===== src/rtl/dvs_aer_event_receiver.sv =====
// DVS AER event receiver.
// Runs the 4-phase REQ/ACK handshake with a DVS camera. The req, xsel and
// aer inputs are synchronised. Each handshake pushes one {xsel, addr} word
// into an event FIFO, and a valid/ready consumer drains that FIFO. ACK is
// held low while the FIFO is full, so the camera stalls and no event is lost.
// Optional build macro AER_TIMEOUT_EN adds an ACK timeout with a sticky
// timeout_err flag. When the macro is undefined, timeout_err is tied low.
module dvs_aer_event_receiver #(
  parameter int AER_W       = 10,
  parameter int SYNC_STAGES = 2,
  parameter int SETTLE_CYC  = 1,
  parameter int FIFO_DEPTH  = 4,
  parameter int ACK_TIMEOUT = 1023
) (
  input  logic                        clk,
  input  logic                        rst,
  input  logic [AER_W-1:0]            aer,
  input  logic                        xsel,
  input  logic                        req,
  output logic                        ack,
  output logic                        evt_valid,
  input  logic                        evt_ready,
  output logic                        evt_xsel,
  output logic [AER_W-1:0]            evt_addr,
  output logic [$clog2(FIFO_DEPTH):0] fifo_count,
  output logic                        busy,
  output logic                        timeout_err
);

  localparam int PTR_W = $clog2(FIFO_DEPTH);
  localparam int CNT_W = PTR_W + 1;
  localparam int SW    = AER_W + 2;

  localparam logic [1:0] IDLE    = 2'd0;
  localparam logic [1:0] SETTLE  = 2'd1;
  localparam logic [1:0] CAPTURE = 2'd2;
  localparam logic [1:0] ACK     = 2'd3;

  // Synchroniser chain: element 0 is the newest sample.
  logic [SYNC_STAGES-1:0][SW-1:0] sync_reg;
  logic                           req_s;
  logic                           xsel_s;
  logic [AER_W-1:0]               aer_s;

  // FSM state
  logic [1:0] state_reg, state_next;
  logic [3:0] settle_reg, settle_next;
  logic       ack_reg;
  logic       push;
  logic       idle_ok;

  // FIFO state
  logic [AER_W:0]   mem [FIFO_DEPTH];
  logic [PTR_W-1:0] wr_ptr_reg, rd_ptr_reg;
  logic [CNT_W-1:0] mem_cnt_reg;
  logic [CNT_W-1:0] count_reg;
  logic             head_valid_reg;
  logic [AER_W:0]   head_reg;
  logic             full;
  logic             pop;
  logic             load;

`ifdef AER_TIMEOUT_EN
  localparam int TO_W = (ACK_TIMEOUT > 1) ? $clog2(ACK_TIMEOUT) : 1;
  logic [TO_W-1:0] to_reg, to_next;
  logic            err_reg, err_next;
  logic            hold_reg, hold_next;
`else
  logic            timeout_unused;
`endif

  // Shift the asynchronous camera inputs through the synchroniser flops.
  always_ff @(posedge clk) begin
    if (rst) begin
      sync_reg <= '0;
    end else begin
      sync_reg <= {sync_reg[SYNC_STAGES-2:0], req, xsel, aer};
    end
  end

  assign req_s  = sync_reg[SYNC_STAGES-1][SW-1];
  assign xsel_s = sync_reg[SYNC_STAGES-1][AER_W];
  assign aer_s  = sync_reg[SYNC_STAGES-1][AER_W-1:0];

  // Full is judged on the registered count, so a pop frees a slot one cycle later.
  assign full = (count_reg == CNT_W'(FIFO_DEPTH));

  // Handshake FSM next-state logic.
  always_comb begin
    state_next  = state_reg;
    settle_next = settle_reg;
    push        = 1'b0;
    idle_ok     = 1'b1;
`ifdef AER_TIMEOUT_EN
    to_next     = to_reg;
    err_next    = err_reg;
    hold_next   = hold_reg;
`endif
    case (state_reg)
      IDLE: begin
`ifdef AER_TIMEOUT_EN
        // After a timeout, ignore the stuck REQ until it goes low.
        idle_ok = !hold_reg;
        if (!req_s) hold_next = 1'b0;
`endif
        if (req_s && idle_ok) begin
          if (SETTLE_CYC == 0) begin
            state_next = CAPTURE;
          end else begin
            state_next  = SETTLE;
            settle_next = 4'(SETTLE_CYC - 1);
          end
        end
      end
      SETTLE: begin
        if (settle_reg == 4'd0) state_next = CAPTURE;
        else                    settle_next = settle_reg - 4'd1;
      end
      CAPTURE: begin
        if (!full) begin
          push       = 1'b1;
          state_next = ACK;
`ifdef AER_TIMEOUT_EN
          to_next    = '0;
`endif
        end
      end
      ACK: begin
        if (!req_s) begin
          state_next = IDLE;
        end
`ifdef AER_TIMEOUT_EN
        else if (to_reg == TO_W'(ACK_TIMEOUT - 1)) begin
          state_next = IDLE;
          err_next   = 1'b1;
          hold_next  = 1'b1;
        end else begin
          to_next = to_reg + 1'b1;
        end
`endif
      end
      default: state_next = IDLE;
    endcase
  end

  // FSM registers. ACK is registered, and it is high exactly while the FSM is in ACK.
  always_ff @(posedge clk) begin
    if (rst) begin
      state_reg  <= IDLE;
      settle_reg <= 4'd0;
      ack_reg    <= 1'b0;
    end else begin
      state_reg  <= state_next;
      settle_reg <= settle_next;
      ack_reg    <= (state_next == ACK);
    end
  end

`ifdef AER_TIMEOUT_EN
  // Timeout counter, sticky error flag and stuck-REQ hold.
  always_ff @(posedge clk) begin
    if (rst) begin
      to_reg   <= '0;
      err_reg  <= 1'b0;
      hold_reg <= 1'b0;
    end else begin
      to_reg   <= to_next;
      err_reg  <= err_next;
      hold_reg <= hold_next;
    end
  end

  assign timeout_err = err_reg;
`else
  assign timeout_unused = (ACK_TIMEOUT > 0);
  assign timeout_err    = 1'b0;
`endif

  assign pop  = head_valid_reg && evt_ready;
  // Refill the head whenever it is empty or being consumed this cycle.
  assign load = (mem_cnt_reg != '0) && (!head_valid_reg || pop);

  // Event storage array. It is written only and has no reset.
  always_ff @(posedge clk) begin
    if (push) mem[wr_ptr_reg] <= {xsel_s, aer_s};
  end

  // Head register: registered read of the oldest stored entry. It holds while stalled.
  always_ff @(posedge clk) begin
    if (rst) begin
      head_reg <= '0;
    end else if (load) begin
      head_reg <= mem[rd_ptr_reg];
    end
  end

  // Pointers, counts and head-valid flag.
  always_ff @(posedge clk) begin
    if (rst) begin
      wr_ptr_reg     <= '0;
      rd_ptr_reg     <= '0;
      mem_cnt_reg    <= '0;
      count_reg      <= '0;
      head_valid_reg <= 1'b0;
    end else begin
      if (push) wr_ptr_reg <= wr_ptr_reg + 1'b1;
      if (load) rd_ptr_reg <= rd_ptr_reg + 1'b1;
      mem_cnt_reg <= mem_cnt_reg + CNT_W'(push) - CNT_W'(load);
      count_reg   <= count_reg + CNT_W'(push) - CNT_W'(pop);
      if (load)     head_valid_reg <= 1'b1;
      else if (pop) head_valid_reg <= 1'b0;
    end
  end

  assign ack        = ack_reg;
  assign evt_valid  = head_valid_reg;
  assign evt_xsel   = head_reg[AER_W];
  assign evt_addr   = head_reg[AER_W-1:0];
  assign fifo_count = count_reg;
  assign busy       = (state_reg != IDLE);

endmodule


===== config.mk =====
export PLATFORM = sky130hd
export DESIGN_NAME = dvs_aer_event_receiver
export DESIGN_NICKNAME = d
export VERILOG_FILES = /design/src/rtl/dvs_aer_event_receiver.sv
export SDC_FILE = /design/constraint.sdc
export NUM_CORES = 1
export LEC_CHECK = 0
export CORE_ASPECT_RATIO = 1.1
export CORE_UTILIZATION = 56
export DETAILED_ROUTE_END_ITERATION = 16
export PLACE_DENSITY = 0.75
export SLEW_MARGIN = 40
export SYNTH_ARGS = -nofsm -noshare
export SYNTH_HDL_FRONTEND = slang
export SYNTH_SLANG_ARGS = --single-unit

===== constraint.sdc =====
create_clock -name clk -period 2.8 [get_ports clk]
set_clock_uncertainty 0.1 [all_clocks]
set_input_delay 0.56 -clock clk [delete_from_list [all_inputs] [get_ports clk]]
set_output_delay 0.56 -clock clk [all_outputs]
set_load 0.01 [all_outputs]

==> results of run 1 <==
through the flow:
stage               power, mW  worst slack (ns)  cells  hold slack [ns]
detailed placement       2.71            0.0248    353            0.320
global placement         2.68             0.106    353            0.321
floorplan                2.40             0.579    250            0.314
global route             3.77             0.221    369            0.359
CTS                      3.61             0.389    369            0.341
finish                   3.58             0.406    369            0.339
worst reg2reg max path, delay by kind of cell (launching register included):
kind                     cells  cell delay, ns
XOR/XNOR                     2            0.31
adder cells (fa/ha/maj)      3            0.85
buffers and inverters        1            0.04
flip-flops                   1            0.35
AND/OR/NAND/NOR              3            0.63
synth_stat cells (2+ instances only):
master and n:
dfxtp_1 53, edfxtp_1 44, nor2b_1 30, inv_1 13, a21oi_1 11, a22o_1 11
mux4_2 11, ha_1 9, nor2_1 9, o21ai_0 7, and3_1 4, or4_1 4
buf_1 3, buf_2 3, buf_4 3, nor3_1 3, or3_1 3, xnor2_1 3
a31o_2 2, clkbuf_1 2, fa_1 2, nand2_1 2, nand3_1 2
logic make-up (layout without fill, tap and decap cells):
group / Yosys count / in the layout
flip-flops: 97 / 97
multiplexers: 11 / 11
other: 1 / 1
AND/OR/NAND/NOR: 64 / 64
buffers and inverters: 25 / 64
AO/OA/AOI/OAI: 37 / 37
adder cells (fa/ha/maj): 11 / 11
XOR/XNOR: 4 / 4
power by group through the flow:
stage	sequential [mW]	combinational, mW	clock (mW)
floorplan	1.80	0.598	0
finish	1.79	0.879	0.910
global placement	1.82	0.866	0
global route	1.82	0.976	0.975
CTS	1.79	0.894	0.924
detailed placement	1.82	0.890	0
worst paths after layout:
kind | to | slack (ns)
max | mem_cnt_reg[2] | 0.41
min | aer_s[2] | 0.34
max reg2reg | mem_cnt_reg[2] | 0.41
min reg2reg | aer_s[2] | 0.34
per-layer routing:
layer / vias up / global-route usage
met3: 10 / 0.0362
met1: 896 / 0.224
met5: - / 0
li1: 965 / -
met2: 34 / 0.275
met4: 0 / 0.109
layout make-up:
type                    count  area [um^2]  area share
repair buffers             35          340      0.0818
clock buffers              11          151      0.0364
inverters                  13         48.8      0.0117
clock inverters             5         52.6      0.0126
flip-flops and latches     97         2380       0.573
well taps                  80          100      0.0241
multi-input cells         128         1080       0.261
==> flow_summary.yaml, run 1 <==
power_and_ir_drop:
  powerDensity_nw_per_um2: 859
  vdd_drop_max_uv: 423
  clkPwrFrac: 0.254
  p_leak_nw: 1.51
  swShare: 0.269
  p_comb_frac: 0.246
  sequentialPowerShare: 0.500
  p_int_mw: 2.61
  netSwitchingPower_uw: 963
outcome:
  status: "finished, final reports clean"
detailed_routing:
  drtIter0Drc: 67
  first_pass_iters: 4
  drc_errors: 0
  met2_length_um: 2480
  drt-wirelength-per-cell_um: 14.0
  ant_nets: 0
  wl_met1_um: 2410
  finalWirelength_um: 5150
  via_per_inst: 5.16
  dr_total_vias: 1905
  top_layer_used: "met4"
  wl_met3_um: 151
global_routing:
  grt_start_max_net_pins: 43
  grt_pass1_vias: 1929
  antenna_found_initial: 0
  grt_overflow: 0
  grt_pass1_wl_um: 8830
  grt_use_total: 0.175
timing:
  maxSlewViolCount: 0
  max-slew-margin-rel: 0.448
  rsz0062_at_grt: "no"
  max_freq_mhz: 418
  min_period_over_period: 0.855
  final_hold_viol_count: 0
  worstMarginPinSlew_ns: 0.829
  setup-violations-final: 0
  tns_ns: 0
  min_period_ns: 2.39
placed_design:
  place_area_um2: 3960
  dpl.hpwl_um: 3500
  place_congestion: 0.749
  portBuffers: 31
min_path:
  min-delay-start: "sync_reg[2]"
  hold_depth: 1
  holdCritPathClass: "flop to flop"
final_layout:
  fill_cells: 473
  drive_gt1_frac: 0.121
  nNetsFinal: 310
  n_antenna_cell: 0
  post-route-util: 0.676
  final_cell_mix: "dfxtp_1, edfxtp_1, clkdlybuf4s50_1"
  layout_commonest_cell: "dfxtp_1"
  area_growth_pct: 16.3
  largest_reg_flops: 44
  design_area_um2: 4160
logic_synthesis:
  synth_compound_area_frac: 0.0710
  avgSynthCellArea_um2: 14.3
  muxShareOfSynthArea: 0.0692
  ys_types: 39
  synth_top_family_by_area: "simple AND/OR/NAND/NOR gates"
  syn-cell-area_um2: 3580
  ys_seq_area_frac: 0.666
  netlist_top_cells_area: "edfxtp_1, dfxtp_1, mux4_2"
  synth_area_leader_cell: "edfxtp_1"
  synth_xor_area_frac: 0.00979
  synth_edf_count: 44
  syn_nets: 276
  synth_top_area_share: 0.369
  postSynthCellCount: 250
  synth_ff_type: "dfxtp_1"
  synthSimpleGateAreaFrac: 0.108
  synthAdderAreaFrac: 0.0427
  ys_ff_latch: 97
  async_reset_ff_frac: 0
  yosysWarnings: 0
critical_path:
  path_depth: 9
  crit_arrival_ns: 2.53
  cpPeakStageDelay_ns: 0.46
  crit_start: "mem_cnt_reg[1]"
  cp_slowest_cell: "nor3_1"
  startpoint_type: "flop"
  crit_type: "flop to flop"
  critPathMaxFanout: 5
  cpLargestDelayFamily: "adder cells"
  timing.rr.start: "mem_cnt_reg[1]"
  rr_worst_depth: 9
  crit_path_end_kind: "flop"
  critPathBufInv: 1
  crit_required_ns: 2.94
  crit_chain: "nor3_1 > nor2_1 > ha_1 > inv_1 > ha_1 > fa_1 > xnor2_1 > xnor2_1 > nor2_1"
job:
  drv_cap: 0
cts:
  clockRootBuffer: "clkbuf_8"
  cts.clk_slew.worst_paths_ns: 0.09
  numCtsBuffers: 9
  cts-resized-gates: 0
  htree_levels: 3
  clockBufferDepth: 2
  cts_tree: "built"
  cts_setup_buffers: 0
  clk_latency_ns: 0.36
  cts_hold_buf: 0
  cts.sinks: 97
floorplan:
  io_pins: 33
  die-area_um2: 6710
  die_w_um: 78.2
  row_count: 30
  start_util: 0.581
  die_h_um: 85.8
  core-area_um2: 6160
No activity file was read; power rests on OpenSTA's default activity.
==> inputs of run 2 (changes only) <==
--- a/config.mk
+++ b/config.mk
@@ -5,7 +5,9 @@
 export SDC_FILE = /design/constraint.sdc
 export NUM_CORES = 1
 export LEC_CHECK = 0
+export CAP_MARGIN = 15
 export CORE_ASPECT_RATIO = 1.1
+export CORE_MARGIN = 2
 export CORE_UTILIZATION = 56
 export DETAILED_ROUTE_END_ITERATION = 16
 export PLACE_DENSITY = 0.75
==> run 2 against run 1 <==
  * Clock-buffer cell count decreased by 1
  * Flip-flop and latch count unchanged
  * Design area increased by 0.24%
  * Largest power group unchanged
  * Combinational power increased by 4.8%
  * Wire length increased by 4.1%
  * Sequential power about the same
==> flow_summary.yaml, run 2 (synthesis results as in run 1) <==
timing:
  setup_ws_ns: 0.470
  min_period_ns: 2.33
  worstMarginPinSlew_ns: 0.602
  maxSlewViolCount: 0
  max_freq_mhz: 429
  setup-violations-final: 0
  tns_ns: 0
  min_period_over_period: 0.832
  max-slew-margin-rel: 0.598
  final_hold_viol_count: 0
  rsz0062_at_grt: "no"
cts:
  cts_hold_buf: 0
  clk_latency_ns: 0.35
  clockRootBuffer: "clkbuf_8"
  clockBufferDepth: 2
  cts_setup_buffers: 0
  cts-resized-gates: 0
  htree_levels: 3
  cts_tree: "built"
  numCtsBuffers: 9
  cts.sinks: 97
  cts.clk_slew.worst_paths_ns: 0.09
final_layout:
  drive_gt1_frac: 0.128
  final_cell_mix: "dfxtp_1, edfxtp_1, clkdlybuf4s50_1"
  area_growth_pct: 16.5
  seq_area_um2: 2380
  layout_commonest_cell: "dfxtp_1"
  instances_no_fill: 370
  nNetsFinal: 311
  largest_reg_flops: 44
  n_antenna_cell: 0
  multi_input_area_um2: 1090
  fill_cells: 475
global_routing:
  grt_overflow: 0
  grt_pass1_vias: 1872
  grt_pass1_wl_um: 9120
  grt_use_total: 0.175
  antenna_found_initial: 0
  grt_start_max_net_pins: 44
power_and_ir_drop:
  p_total_mw: 3.60
  powerDensity_nw_per_um2: 862
  clkPwrFrac: 0.252
  p_int_mw: 2.59
  vdd_drop_max_uv: 521
  netSwitchingPower_mw: 1.00
  p_leak_nw: 1.51
  swShare: 0.279
  sequentialPowerShare: 0.492
  p_comb_frac: 0.256
placed_design:
  dp_slack_ns: 0.0800
  dp.cells: 354
  place_congestion: 0.794
  dpl.hpwl_um: 3530
  portBuffers: 31
min_path:
  hold_depth: 1
  min-delay-start: "sync_reg[4]"
  worstHoldEndpoint: "aer_s[4]"
  holdCritPathClass: "flop to flop"
critical_path:
  crit_path_end_kind: "flop"
  crit_arrival_ns: 2.47
  startpoint_type: "input port"
  critPathMaxFanout: 3
  crit_type: "input port to flop"
  timing.rr.start: "state_reg[1]"
  crit_chain: "clkdlybuf4s50_1 > nor2b_1 > nor2_1 > ha_1 > inv_1 > ha_1 > fa_1 > xnor2_1 > xnor2_1 > nor2_1"
  cp_slowest_cell: "clkdlybuf4s50_1"
  r2r-end: "fifo_count[2]"
  crit_start: "evt_ready"
  r2r_setup_slack_ns: 0.47
  crit_required_ns: 2.94
  rr_worst_depth: 9
  cpPeakStageDelay_ns: 0.43
detailed_routing:
  met2_length_um: 2680
  finalWirelength_um: 5360
  first_pass_iters: 5
  wl_met3_um: 169
  dr_total_vias: 1944
  ant_nets: 0
  top_layer_used: "met4"
  wl_met1_um: 2420
  drc_errors: 0
  via_per_inst: 5.25
  drtIter0Drc: 61
  drt-wirelength-per-cell_um: 14.5
job:
  drv_cap: 0
floorplan:
  core-area_um2: 6190
  start_util: 0.578
  io_pins: 33
  row_count: 30
  die-area_um2: 7050
  die_h_um: 87.8
  die_w_um: 80.2
outcome:
  status: "finished, final reports clean"
## run 2: cell count changes in the layout (fill, tap and decap cells not counted), sizes merged
cell and delta:
buf +1, clkbuf -1, inv +1
## run 2: power by group through the flow
stage	clock network, mW	registers [mW]	logic [mW]
floorplan	0	1.80	0.598
global placement	0	1.80	0.911
detailed placement	0	1.80	0.935
CTS	0.927	1.77	0.936
global route	0.988	1.80	1.03
finish	0.906	1.77	0.921
## run 2: worst max path at each step
stage	endpoint	slack (ns)
6_report	mem_cnt_reg[2]	0.47
3_5_place_dp	mem_cnt_reg[2]	0.08
3_3_place_gp	mem_cnt_reg[2]	0.14
4_1_cts	fifo_count[2]	0.27
5_1_grt	fifo_count[2]	0.26
2_1_floorplan	mem_cnt_reg[2]	0.58
## run 2: worst max-delay path: cells and delay by family
| family | cells | cell delay, ns |
|---|---|---|
| buffers and inverters | 2 | 0.46 |
| XOR/XNOR | 2 | 0.33 |
| AND/OR/NAND/NOR | 3 | 0.29 |
| adder cells (fa/ha/maj) | 3 | 0.82 |
## run 2: area by class of cell
| cell class | instances | area share |
|---|---|---|
| clock buffer | 10 | 0.0306 |
| tap | 80 | 0.0240 |
| inverter | 13 | 0.0117 |
| sequential | 97 | 0.571 |
| timing repair buffer | 36 | 0.0834 |
| multi-input combinational | 128 | 0.261 |
| clock inverter | 6 | 0.0180 |
## run 2: stage by stage
step | hold slack (ns) | util | cell area (um^2)
global placement | 0.317 | 0.639 | 3960
finish | 0.344 | 0.673 | 4170
global route | 0.359 | 0.673 | 4170
floorplan | 0.314 | - | 3580
detailed placement | 0.325 | 0.640 | 3960
CTS | 0.346 | 0.673 | 4170
## run 2: routing by layer
metal,global-route usage,vias to the layer above
met5,0,-
met4,0.0971,0
met3,0.0340,8
met2,0.283,32
met1,0.223,935
li1,-,969
==> inputs of run 3 (changes only) <==
==> constraint.sdc (replaced) <==
create_clock -name clk -period 2.3 [get_ports clk]
set_clock_uncertainty 0.1 [all_clocks]
set_input_delay 0.46 -clock clk [delete_from_list [all_inputs] [get_ports clk]]
set_output_delay 0.46 -clock clk [all_outputs]
set_load 0.01 [all_outputs]
==> run 3 against run 2 <==
  * Cell count increased by 2.7%
  * Sequential power is 21% higher
  * First-iteration DRC count rose by 89%
  * Critical path depth did not move
  * Total power rose by 21%
  * Hold slack gained 0.0033 ns
  * Sequential share of layout area down 0.89 points
  * Critical path type unchanged
  * Critical endpoint unchanged
  * Die area did not move
  * Clock-buffer cell count decreased by 1
  * Largest cell class unchanged
  * Wire length is 3.8% higher
  * Worst setup slack worse by 0.34 ns
==> flow_summary.yaml, run 3 (synthesis results as in run 1) <==
outcome:
  status: "finished, final reports clean"
timing:
  tns_ns: 0
  rsz0062_at_grt: "yes"
  final_hold_viol_count: 0
  min_period_ns: 2.17
  setup-violations-final: 0
  max_freq_mhz: 460
  holdWs_ns: 0.347
  maxSlewViolCount: 0
  setup_ws_ns: 0.126
  min_period_over_period: 0.945
  max-slew-margin-rel: 0.594
  worstMarginPinSlew_ns: 0.608
global_routing:
  grt_pass1_wl_um: 9140
  grt_overflow: 0
  grt_pass1_vias: 1932
  grt_start_max_net_pins: 25
  antenna_found_initial: 0
  grt_use_total: 0.177
detailed_routing:
  drtIter0Drc: 115
  dr_total_vias: 2006
  drc_errors: 0
  via_per_inst: 5.28
  first_pass_iters: 4
  drt-wirelength-per-cell_um: 14.6
  finalWirelength_um: 5570
  ant_nets: 0
placed_design:
  dp_slack_ns: -0.307
  place_congestion: 0.742
  dp.cells: 364
  portBuffers: 31
  dpl.hpwl_um: 3690
  place_area_um2: 4040
floorplan:
  die_w_um: 80.2
  row_count: 30
  io_pins: 33
  start_util: 0.578
  core-area_um2: 6190
  die_h_um: 87.8
  die-area_um2: 7050
critical_path:
  crit_arrival_ns: 2.33
  cpLargestDelayFamily: "adder cells"
  critPathMaxFanout: 2
  crit_chain: "clkdlybuf4s50_1 > nor2b_2 > nor2_1 > ha_1 > inv_1 > ha_1 > fa_1 > xnor2_1 > xnor2_1 > nor2_1"
  startpoint_type: "input port"
  cpPeakStageDelay_ns: 0.43
  critPathBufInv: 2
  crit_type: "input port to flop"
  cp_slowest_cell: "clkdlybuf4s50_1"
  r2r_setup_slack_ns: 0.19
  crit_path_end_kind: "flop"
  crit_required_ns: 2.45
power_and_ir_drop:
  vdd_drop_max_uv: 494
  p_leak_nw: 1.55
  powerDensity_nw_per_um2: 1030
cts:
  numCtsBuffers: 9
  cts-resized-gates: 0
  clockRootBuffer: "clkbuf_8"
  cts.sinks: 97
  cts_setup_buffers: 0
  clockBufferDepth: 2
  cts_tree: "built"
  cts_hold_buf: 0
  cts.clk_slew.worst_paths_ns: 0.10
  htree_levels: 3
  clk_latency_ns: 0.37
final_layout:
  drive_gt1_frac: 0.167
  design_area_um2: 4240
  fill_cells: 467
  layout_commonest_cell: "dfxtp_1"
  instances_no_fill: 380
  seq_area_um2: 2380
  area_growth_pct: 18.4
  final_cell_mix: "dfxtp_1, edfxtp_1, clkdlybuf4s50_1"
  largest_reg_flops: 44
  nNetsFinal: 321
  n_antenna_cell: 0
  multi_input_area_um2: 1100
min_path:
  holdCritPathClass: "flop to flop"
job:
  drv_cap: 0
run 3: cell count changes in the layout (fill, tap and decap cells not counted), sizes merged:
cell    before  now
inv         15   17
buf          5   15
clkbuf      10    9
bufinv       1    0
run 3: worst paths after layout:
| check | start | endpoint | depth (start not counted) |
|---|---|---|---|
| hold / removal | sync_reg[3] | aer_s[3] | 1 |
| setup / recovery | evt_ready | mem_cnt_reg[2] | 10 |
| setup reg to reg | state_reg[0] | fifo_count[2] | 9 |
| hold reg to reg | sync_reg[3] | aer_s[3] | 1 |
run 3: final cells by class:
class                           count  share of cell area
Multi-Input combinational cell    128               0.259
Inverter                           13              0.0115
Clock inverter                      7              0.0142
Timing Repair Buffer               46              0.0998
Sequential cell                    97               0.562
Tap cell                           80              0.0236
Clock buffer                        9              0.0292
run 3: routing by layer:
metal,global-route usage,vias up,part of all wire
li1,-,990,-
met1,0.216,976,0.45
met2,0.292,32,0.50
met4,0.0709,0,0.014
met3,0.0567,8,0.036
met5,0,-,0
run 3: stage by stage:
step / power, mW / utilization
detailed placement: 3.38 / 0.652
global route: 4.62 / 0.684
global placement: 3.35 / 0.651
floorplan: 2.92 / -
CTS: 4.39 / 0.682
finish: 4.36 / 0.684
run 3: where the power goes:
group          internal (mW)  switching, mW  total (mW)  leakage (nW)
clock                  0.414          0.611        1.02        0.0917
combinational          0.689          0.503        1.19         0.620
sequential              1.99          0.150        2.15         0.842
